<file path="config.mk">
export PLATFORM = sky130hd
export DESIGN_NAME = encoder_bank_flat
export DESIGN_NICKNAME = d
export VERILOG_FILES = /design/src/rtl/encoder_bank_if.sv /design/src/rtl/encoder_bank.sv /design/src/flat_wrapper.sv
export SDC_FILE = /design/constraint.sdc
export NUM_CORES = 1
export LEC_CHECK = 0
export ABC_AREA = 1
export CORE_AREA = 2 2 142 144
export CTS_BUF_LIST = sky130_fd_sc_hd__clkbuf_8
export CTS_CLUSTER_SIZE = 14
export DETAILED_ROUTE_END_ITERATION = 10
export DIE_AREA = 0 0 144 146
export MAX_ROUTING_LAYER = met4
export PLACE_DENSITY_LB_ADDON = 0.05
export SYNTH_ARGS = -nofsm -noshare
export SYNTH_HDL_FRONTEND = slang
export SYNTH_SLANG_ARGS = --single-unit
</file>
<file path="constraint.sdc">
create_clock -name clk -period 3.2 [get_ports clk]
set_clock_uncertainty 0.05 [all_clocks]
set_input_delay 0.32 -clock clk [delete_from_list [all_inputs] [get_ports clk]]
set_output_delay 0.32 -clock clk [all_outputs]
set_load 0.005 [all_outputs]
</file>
<file path="src/rtl/encoder_bank_if.sv">
// Signal bundle for encoder_bank: raw encoder pins and per-channel controls in, positions/velocity/flags out.
// Defining ENCODER_INDEX_EN adds the per-channel index input quad_i and the index_hit output.
interface encoder_bank_if #(
    parameter int NUM_CH  = 2,
    parameter int COUNT_W = 24,
    parameter int VEL_W   = 16
);
    logic [NUM_CH-1:0]         quad_a;
    logic [NUM_CH-1:0]         quad_b;
    logic [NUM_CH-1:0]         zero_req;
    logic [NUM_CH-1:0]         err_clr;
    logic [NUM_CH*COUNT_W-1:0] count;
    logic [NUM_CH*VEL_W-1:0]   velocity;
    logic                      vel_valid;
    logic [NUM_CH-1:0]         err;
`ifdef ENCODER_INDEX_EN
    logic [NUM_CH-1:0]         quad_i;
    logic [NUM_CH-1:0]         index_hit;

    modport master (
        output quad_a, quad_b, quad_i, zero_req, err_clr,
        input  count, velocity, vel_valid, err, index_hit
    );
    modport slave (
        input  quad_a, quad_b, quad_i, zero_req, err_clr,
        output count, velocity, vel_valid, err, index_hit
    );
`else
    modport master (
        output quad_a, quad_b, zero_req, err_clr,
        input  count, velocity, vel_valid, err
    );
    modport slave (
        input  quad_a, quad_b, zero_req, err_clr,
        output count, velocity, vel_valid, err
    );
`endif
endinterface

</file>
<file path="src/rtl/encoder_bank.sv">
// Multi-channel quadrature front end: sync + deglitch A/B, signed position, sticky illegal-step flag, windowed velocity.
// Optional index input and index_hit pulse are compiled in with ENCODER_INDEX_EN.
module encoder_bank #(
    parameter int NUM_CH     = 2,
    parameter int COUNT_W    = 24,
    parameter int FILTER_LEN = 4,
    parameter int VEL_W      = 16,
    parameter int VEL_PERIOD = 32000
) (
    input logic           clk,
    input logic           reset,
    encoder_bank_if.slave bus
);
`ifdef ENCODER_INDEX_EN
    localparam int NSIG = 3;
`else
    localparam int NSIG = 2;
`endif
    localparam int FCW = $clog2(FILTER_LEN + 1);
    localparam int WCW = $clog2(VEL_PERIOD);
    localparam logic signed [VEL_W-1:0] VEL_MAX = {1'b0, {(VEL_W-1){1'b1}}};
    localparam logic signed [VEL_W-1:0] VEL_MIN = {1'b1, {(VEL_W-1){1'b0}}};

    // Signal planes: [0] = A, [1] = B, [2] = I (index build only)
    logic [NSIG-1:0][NUM_CH-1:0] raw, sync1, sync2, filt;
    logic [FCW-1:0]              fcnt [NSIG][NUM_CH];
    logic [NUM_CH-1:0]           prev_a, prev_b;
    logic [NUM_CH-1:0]           up, dn, bad, clr;
    logic [1:0]                  diff;
    logic signed [COUNT_W-1:0]   cnt [NUM_CH];
    logic signed [VEL_W-1:0]     acc [NUM_CH];
    logic signed [VEL_W-1:0]     vel [NUM_CH];
    logic [NUM_CH-1:0]           err_q;
    logic                        vel_valid_q;
    logic [WCW-1:0]              wcnt;
    logic                        win_end;
`ifdef ENCODER_INDEX_EN
    logic [NUM_CH-1:0]           prev_i;
    logic [NUM_CH-1:0]           hit_q;
`endif

    always_comb begin
        raw    = '0;
        raw[0] = bus.quad_a;
        raw[1] = bus.quad_b;
`ifdef ENCODER_INDEX_EN
        raw[2] = bus.quad_i;
`endif
    end

    always_ff @(posedge clk) begin
        if (reset) begin
            sync1 <= '0;
            sync2 <= '0;
            filt  <= '0;
            for (int unsigned s = 0; s < NSIG; s++)
                for (int unsigned n = 0; n < NUM_CH; n++)
                    fcnt[s][n] <= '0;
        end else begin
            sync1 <= raw;
            sync2 <= sync1;
            for (int unsigned s = 0; s < NSIG; s++) begin
                for (int unsigned n = 0; n < NUM_CH; n++) begin
                    if (sync2[s][n] == filt[s][n]) begin
                        fcnt[s][n] <= '0;
                    end else if (fcnt[s][n] == FCW'(FILTER_LEN - 1)) begin
                        filt[s][n] <= sync2[s][n];
                        fcnt[s][n] <= '0;
                    end else begin
                        fcnt[s][n] <= fcnt[s][n] + 1'b1;
                    end
                end
            end
        end
    end

    // Gray {A,B} -> phase index {A, A^B}; the phase difference mod 4 gives the step
    always_comb begin
        up   = '0;
        dn   = '0;
        bad  = '0;
        diff = '0;
        clr  = bus.zero_req;
        for (int unsigned n = 0; n < NUM_CH; n++) begin
            diff   = {filt[0][n], filt[0][n] ^ filt[1][n]} - {prev_a[n], prev_a[n] ^ prev_b[n]};
            up[n]  = (diff == 2'b01);
            dn[n]  = (diff == 2'b11);
            bad[n] = (diff == 2'b10);
        end
`ifdef ENCODER_INDEX_EN
        clr = clr | (filt[2] & ~prev_i);
`endif
    end

    assign win_end = (wcnt == WCW'(VEL_PERIOD - 1));

    always_ff @(posedge clk) begin
        if (reset) begin
            prev_a      <= '0;
            prev_b      <= '0;
            err_q       <= '0;
            vel_valid_q <= 1'b0;
            wcnt        <= '0;
            for (int unsigned n = 0; n < NUM_CH; n++) begin
                cnt[n] <= '0;
                acc[n] <= '0;
                vel[n] <= '0;
            end
        end else begin
            prev_a      <= filt[0];
            prev_b      <= filt[1];
            vel_valid_q <= win_end;
            wcnt        <= win_end ? '0 : wcnt + 1'b1;
            for (int unsigned n = 0; n < NUM_CH; n++) begin
                if (clr[n])
                    cnt[n] <= '0;
                else if (up[n])
                    cnt[n] <= cnt[n] + COUNT_W'(1);
                else if (dn[n])
                    cnt[n] <= cnt[n] - COUNT_W'(1);

                if (bad[n])
                    err_q[n] <= 1'b1;
                else if (bus.err_clr[n])
                    err_q[n] <= 1'b0;

                // Window close: publish the sum so far, this cycle's step opens the next window
                if (win_end) begin
                    vel[n] <= acc[n];
                    acc[n] <= up[n] ? VEL_W'(1) : (dn[n] ? '1 : '0);
                end else if (up[n] && acc[n] != VEL_MAX) begin
                    acc[n] <= acc[n] + VEL_W'(1);
                end else if (dn[n] && acc[n] != VEL_MIN) begin
                    acc[n] <= acc[n] - VEL_W'(1);
                end
            end
        end
    end

`ifdef ENCODER_INDEX_EN
    always_ff @(posedge clk) begin
        if (reset) begin
            prev_i <= '0;
            hit_q  <= '0;
        end else begin
            prev_i <= filt[2];
            hit_q  <= filt[2] & ~prev_i;
        end
    end
`endif

    always_comb begin
        bus.count    = '0;
        bus.velocity = '0;
        for (int unsigned n = 0; n < NUM_CH; n++) begin
            bus.count[n*COUNT_W +: COUNT_W] = cnt[n];
            bus.velocity[n*VEL_W +: VEL_W]  = vel[n];
        end
        bus.vel_valid = vel_valid_q;
        bus.err       = err_q;
`ifdef ENCODER_INDEX_EN
        bus.index_hit = hit_q;
`endif
    end
endmodule

</file>
<file path="src/flat_wrapper.sv">
// flat-port wrapper written by rule: the top's interface ports become plain ports
module encoder_bank_flat 
#(
    parameter int NUM_CH     = 2,
    parameter int COUNT_W    = 24,
    parameter int FILTER_LEN = 4,
    parameter int VEL_W      = 16,
    parameter int VEL_PERIOD = 32000
)
  (clk, reset, bus_quad_a, bus_quad_b, bus_zero_req, bus_err_clr, bus_count, bus_velocity, bus_vel_valid, bus_err);
  encoder_bank_if #(.NUM_CH(NUM_CH), .COUNT_W(COUNT_W), .VEL_W(VEL_W)) bus_i ();
  input logic clk;
  input logic reset;
  input wire logic [$bits(bus_i.quad_a)-1:0] bus_quad_a;
  input wire logic [$bits(bus_i.quad_b)-1:0] bus_quad_b;
  input wire logic [$bits(bus_i.zero_req)-1:0] bus_zero_req;
  input wire logic [$bits(bus_i.err_clr)-1:0] bus_err_clr;
  output wire logic [$bits(bus_i.count)-1:0] bus_count;
  output wire logic [$bits(bus_i.velocity)-1:0] bus_velocity;
  output wire logic [$bits(bus_i.vel_valid)-1:0] bus_vel_valid;
  output wire logic [$bits(bus_i.err)-1:0] bus_err;
  assign bus_i.quad_a = bus_quad_a;
  assign bus_i.quad_b = bus_quad_b;
  assign bus_i.zero_req = bus_zero_req;
  assign bus_i.err_clr = bus_err_clr;
  assign bus_count = bus_i.count;
  assign bus_velocity = bus_i.velocity;
  assign bus_vel_valid = bus_i.vel_valid;
  assign bus_err = bus_i.err;
  encoder_bank #(.NUM_CH(NUM_CH), .COUNT_W(COUNT_W), .FILTER_LEN(FILTER_LEN), .VEL_W(VEL_W), .VEL_PERIOD(VEL_PERIOD)) u_core (.clk(clk), .reset(reset), .bus(bus_i));
endmodule
</file>
==> flow_summary_export.csv <==
group,metric,value,unit
floorplanning,die_height,146,um
pwr,p_per_area,367,mW/mm2
finish,layout.nets,1563,
timing,finalCritPeriodShare,0.919,
finish,fillCellCount,1741,
finish,areaGrowthSynthToFinish,17.1,%
synth,synth_ff_type,"edfxtp_1",
place,dp_cells,1746,
synth,synthCells,1377,
flow_run,maxCapViolCount,0,
timing,slew_viol_final,0,
run_status,run_status,"finished, final reports clean",
timing,setup_violations,0,
worst_setup_path,crit_type,"flop to flop",
finish,fin_util,0.638,
synth,synthMuxAreaShare,0,
worst_hold_path,hold_path_class,"primary input to flop",
synth,netlist_area,0.0105,mm2
synth,synth_most_common_cell,"nand2_1",
synth,ys_top_cells_by_count,"nand2_1, nor2_1, inv_1, edfxtp_1, nand3_1",
timing,maxSlewHeadroom,0.542,
finish,regArea,0.00438,mm2
timing,max_freq,0.340,GHz
clocking,max-clock-path-buffers,2,
clocking,cts_max_level,4,
timing,setup-tns-final,0,ps
clocking,insertion_delay,440,ps
grt,grt_use_total,0.247,
clocking,cts_tree,"built",
synth,yosys.area_share.simple,0.294,
synth,synth_top_family_by_area,"simple AND/OR/NAND/NOR gates",
synth,synth-adder-area-share,0.0644,
route,drt_first_pass_iters,5,
route,routed_via_density,5.16,
floorplanning,coreArea,0.0193,mm2
place,place_area,0.0119,mm2
floorplanning,dieArea,0.0210,mm2
route,drc,0,
synth,synth_edf_count,121,
worst_setup_path,crit_required,3350,ps
floorplanning,num_rows,51,
route,drt-total-wl,25000,um
clocking,cts_sinks,158,
worst_setup_path,r2r_cells,20,
finish,final_layout_size_suffix_gt1_frac,0.0932,
synth,yosys-top-cells-area,"edfxtp_1, nand2_1, nor2_1",
floorplanning,start_util,0.545,
finish,fin_area,0.0123,mm2
synth,yosysSeqAreaShare,0.415,
worst_setup_path,endpoint_kind,"flop",
synth,synth_top_cell_area_share,0.345,
finish,num_antenna_cells,0,
grt,grt_max_degree,35,
route,drt-wirelength-per-cell,14.1,um
synth,async_flop_share,0,
finish,final_cells,1778,
timing,worst_pin_slew,682,ps
synth,synth_compound_area_frac,0.0985,
timing,period_needed,2940,ps
synth,synth_xor_area_frac,0.0441,
finish,multi_input_area,0.00537,mm2
synth,ys_warn_count,0,
route,drt_iter0_markers,683,
place,dpl.hpwl,18700,um
clocking,clkTransAtPathRegs,90,ps
worst_setup_path,crit_arrival,3090,ps
grt,grt_antenna_before_repair,0,
clocking,numCtsBuffers,17,
grt,grt_pass1_wl,40800,um
synth,netlist.top_cell.by_area,"edfxtp_1",
synth,synth_cell_type_count,48,
clocking,root_buffer,"clkbuf_8",
timing,fin_hold_ws,333,ps
worst_hold_path,min_delay_path_depth,3,
worst_setup_path,critPathMaxFanout,21,
floorplanning,ios,93,
synth,synth_seq_cells,158,
worst_setup_path,start_kind,"flop",
grt,grt_pass1_vias,8394,
timing,final_hold_viol_count,0,
route,drtAntennaViolNets,0,
grt,overflow,0,
place,io_buffers,92,
place,routabilityCongestion,0.958,
floorplanning,die_x,144,um
pwr,ir_drop,0.000257,V
route,vias,9169,
pwr,leakage,5.43,nW
synth,postSynthAreaPerCell,7.65,um2
-- power breakdown --
group,leakage (nW),switching [mW],total (mW),internal (mW)
clock network,0.219,0.764,1.52,0.760
registers,1.57,0.0916,2.40,2.31
logic,3.64,0.349,0.598,0.249
total,5.43,1.20,4.52,3.32
-- per-stage QoR --
step / power, mW / setup slack [ps]
floorplan: 2.78 / 152
global placement: 3.03 / 47.1
detailed placement: 3.04 / 92.0
CTS: 4.57 / 89.6
global route: 4.73 / -0.377
finish: 4.52 / 259
-- repair_timing --
item,4_1_cts,5_1_grt
setup buffers,0,0
gates resized for setup,0,26
endpoints found under the setup margin,0,22
hold buffers,0,0
-- flip-flops by register name, indices dropped and copies added (netlist names) --
register	flops
u_core.acc	32
u_core.filt	4
u_core.cnt	48
u_core.sync2	4
u_core.vel	32
u_core.wcnt	15
u_core.fcnt	12
u_core.bus.err	2
u_core.sync1	4
u_core.prev_b	2
u_core.prev_a	2
u_core.bus.vel_valid	1
-- final timing paths --
kind | slack (ps) | endpoint | start
hold reg to reg | 360 | u_core.sync2[2]$_SDFF_PP0_ | u_core.sync1[2]$_SDFF_PP0_
setup reg to reg | 260 | u_core.cnt[1][22]$_SDFFCE_PN0P_ | u_core.filt[3]$_SDFFE_PP0P_
hold / removal | 330 | u_core.sync1[0]$_SDFF_PP0_ | bus_quad_a[0]
setup / recovery | 260 | u_core.cnt[1][22]$_SDFFCE_PN0P_ | u_core.filt[3]$_SDFFE_PP0P_
-- per-layer routing --
layer	vias up	global-route usage	share of wire
met2	253	0.382	0.46
met1	4117	0.342	0.48
li1	4767	-	-
met4	0	0.0598	0.015
met3	32	0.0388	0.048
met5	-	-	0
-- cells in the final DEF (no fill, tap or decap), types with 5 or more instances in the layout --
cell type,count
a21oi_2,6
ha_1,47
xor2_1,45
nand2_2,22
clkdlybuf4s50_1,92
conb_1,9
nor3_1,28
o21ai_0,62
nand3_1,86
nor2_1,202
inv_1,193
buf_4,24
inv_2,9
clkbuf_8,17
nand2_1,297
edfxtp_1,121
nand4_1,23
a21oi_1,69
o21ai_1,15
a21o_1,6
dfxtp_1,36
xnor2_1,8
or2_2,5
nor2_2,16
o31ai_1,7
o21ai_2,7
-- layout make-up --
cell class	count	area share
multi-input combinational	1007	0.435
sequential	158	0.355
timing repair buffer	118	0.0918
inverter	198	0.0602
tap	265	0.0269
clock buffer	17	0.0190
clock inverter	15	0.0126
-- cell families after synthesis --
family	Yosys count
buf+inv	220
xor+xnor	53
compound gates	187
flops	158
other cells	1
fa+ha+maj	53
simple gates	705
-- worst max-delay path, cell delays in order, from the launching register on --
cell and delay, ps:
dfxtp_2 350, xnor2_1 130, ha_1 330, inv_2 80, nand2_1 80, inv_1 50
nand2_1 90, inv_1 80, buf_12 160, ha_1 380, nand2_1 120, nor2_1 210
nand2_1 70, inv_1 50, nand2_1 50, nand3_1 110, nand2_1 70, nand2_1 80
nand2_1 50, nand2_1 60, nor2_1 40
Note: power is estimated with default switching activity, not from simulation.
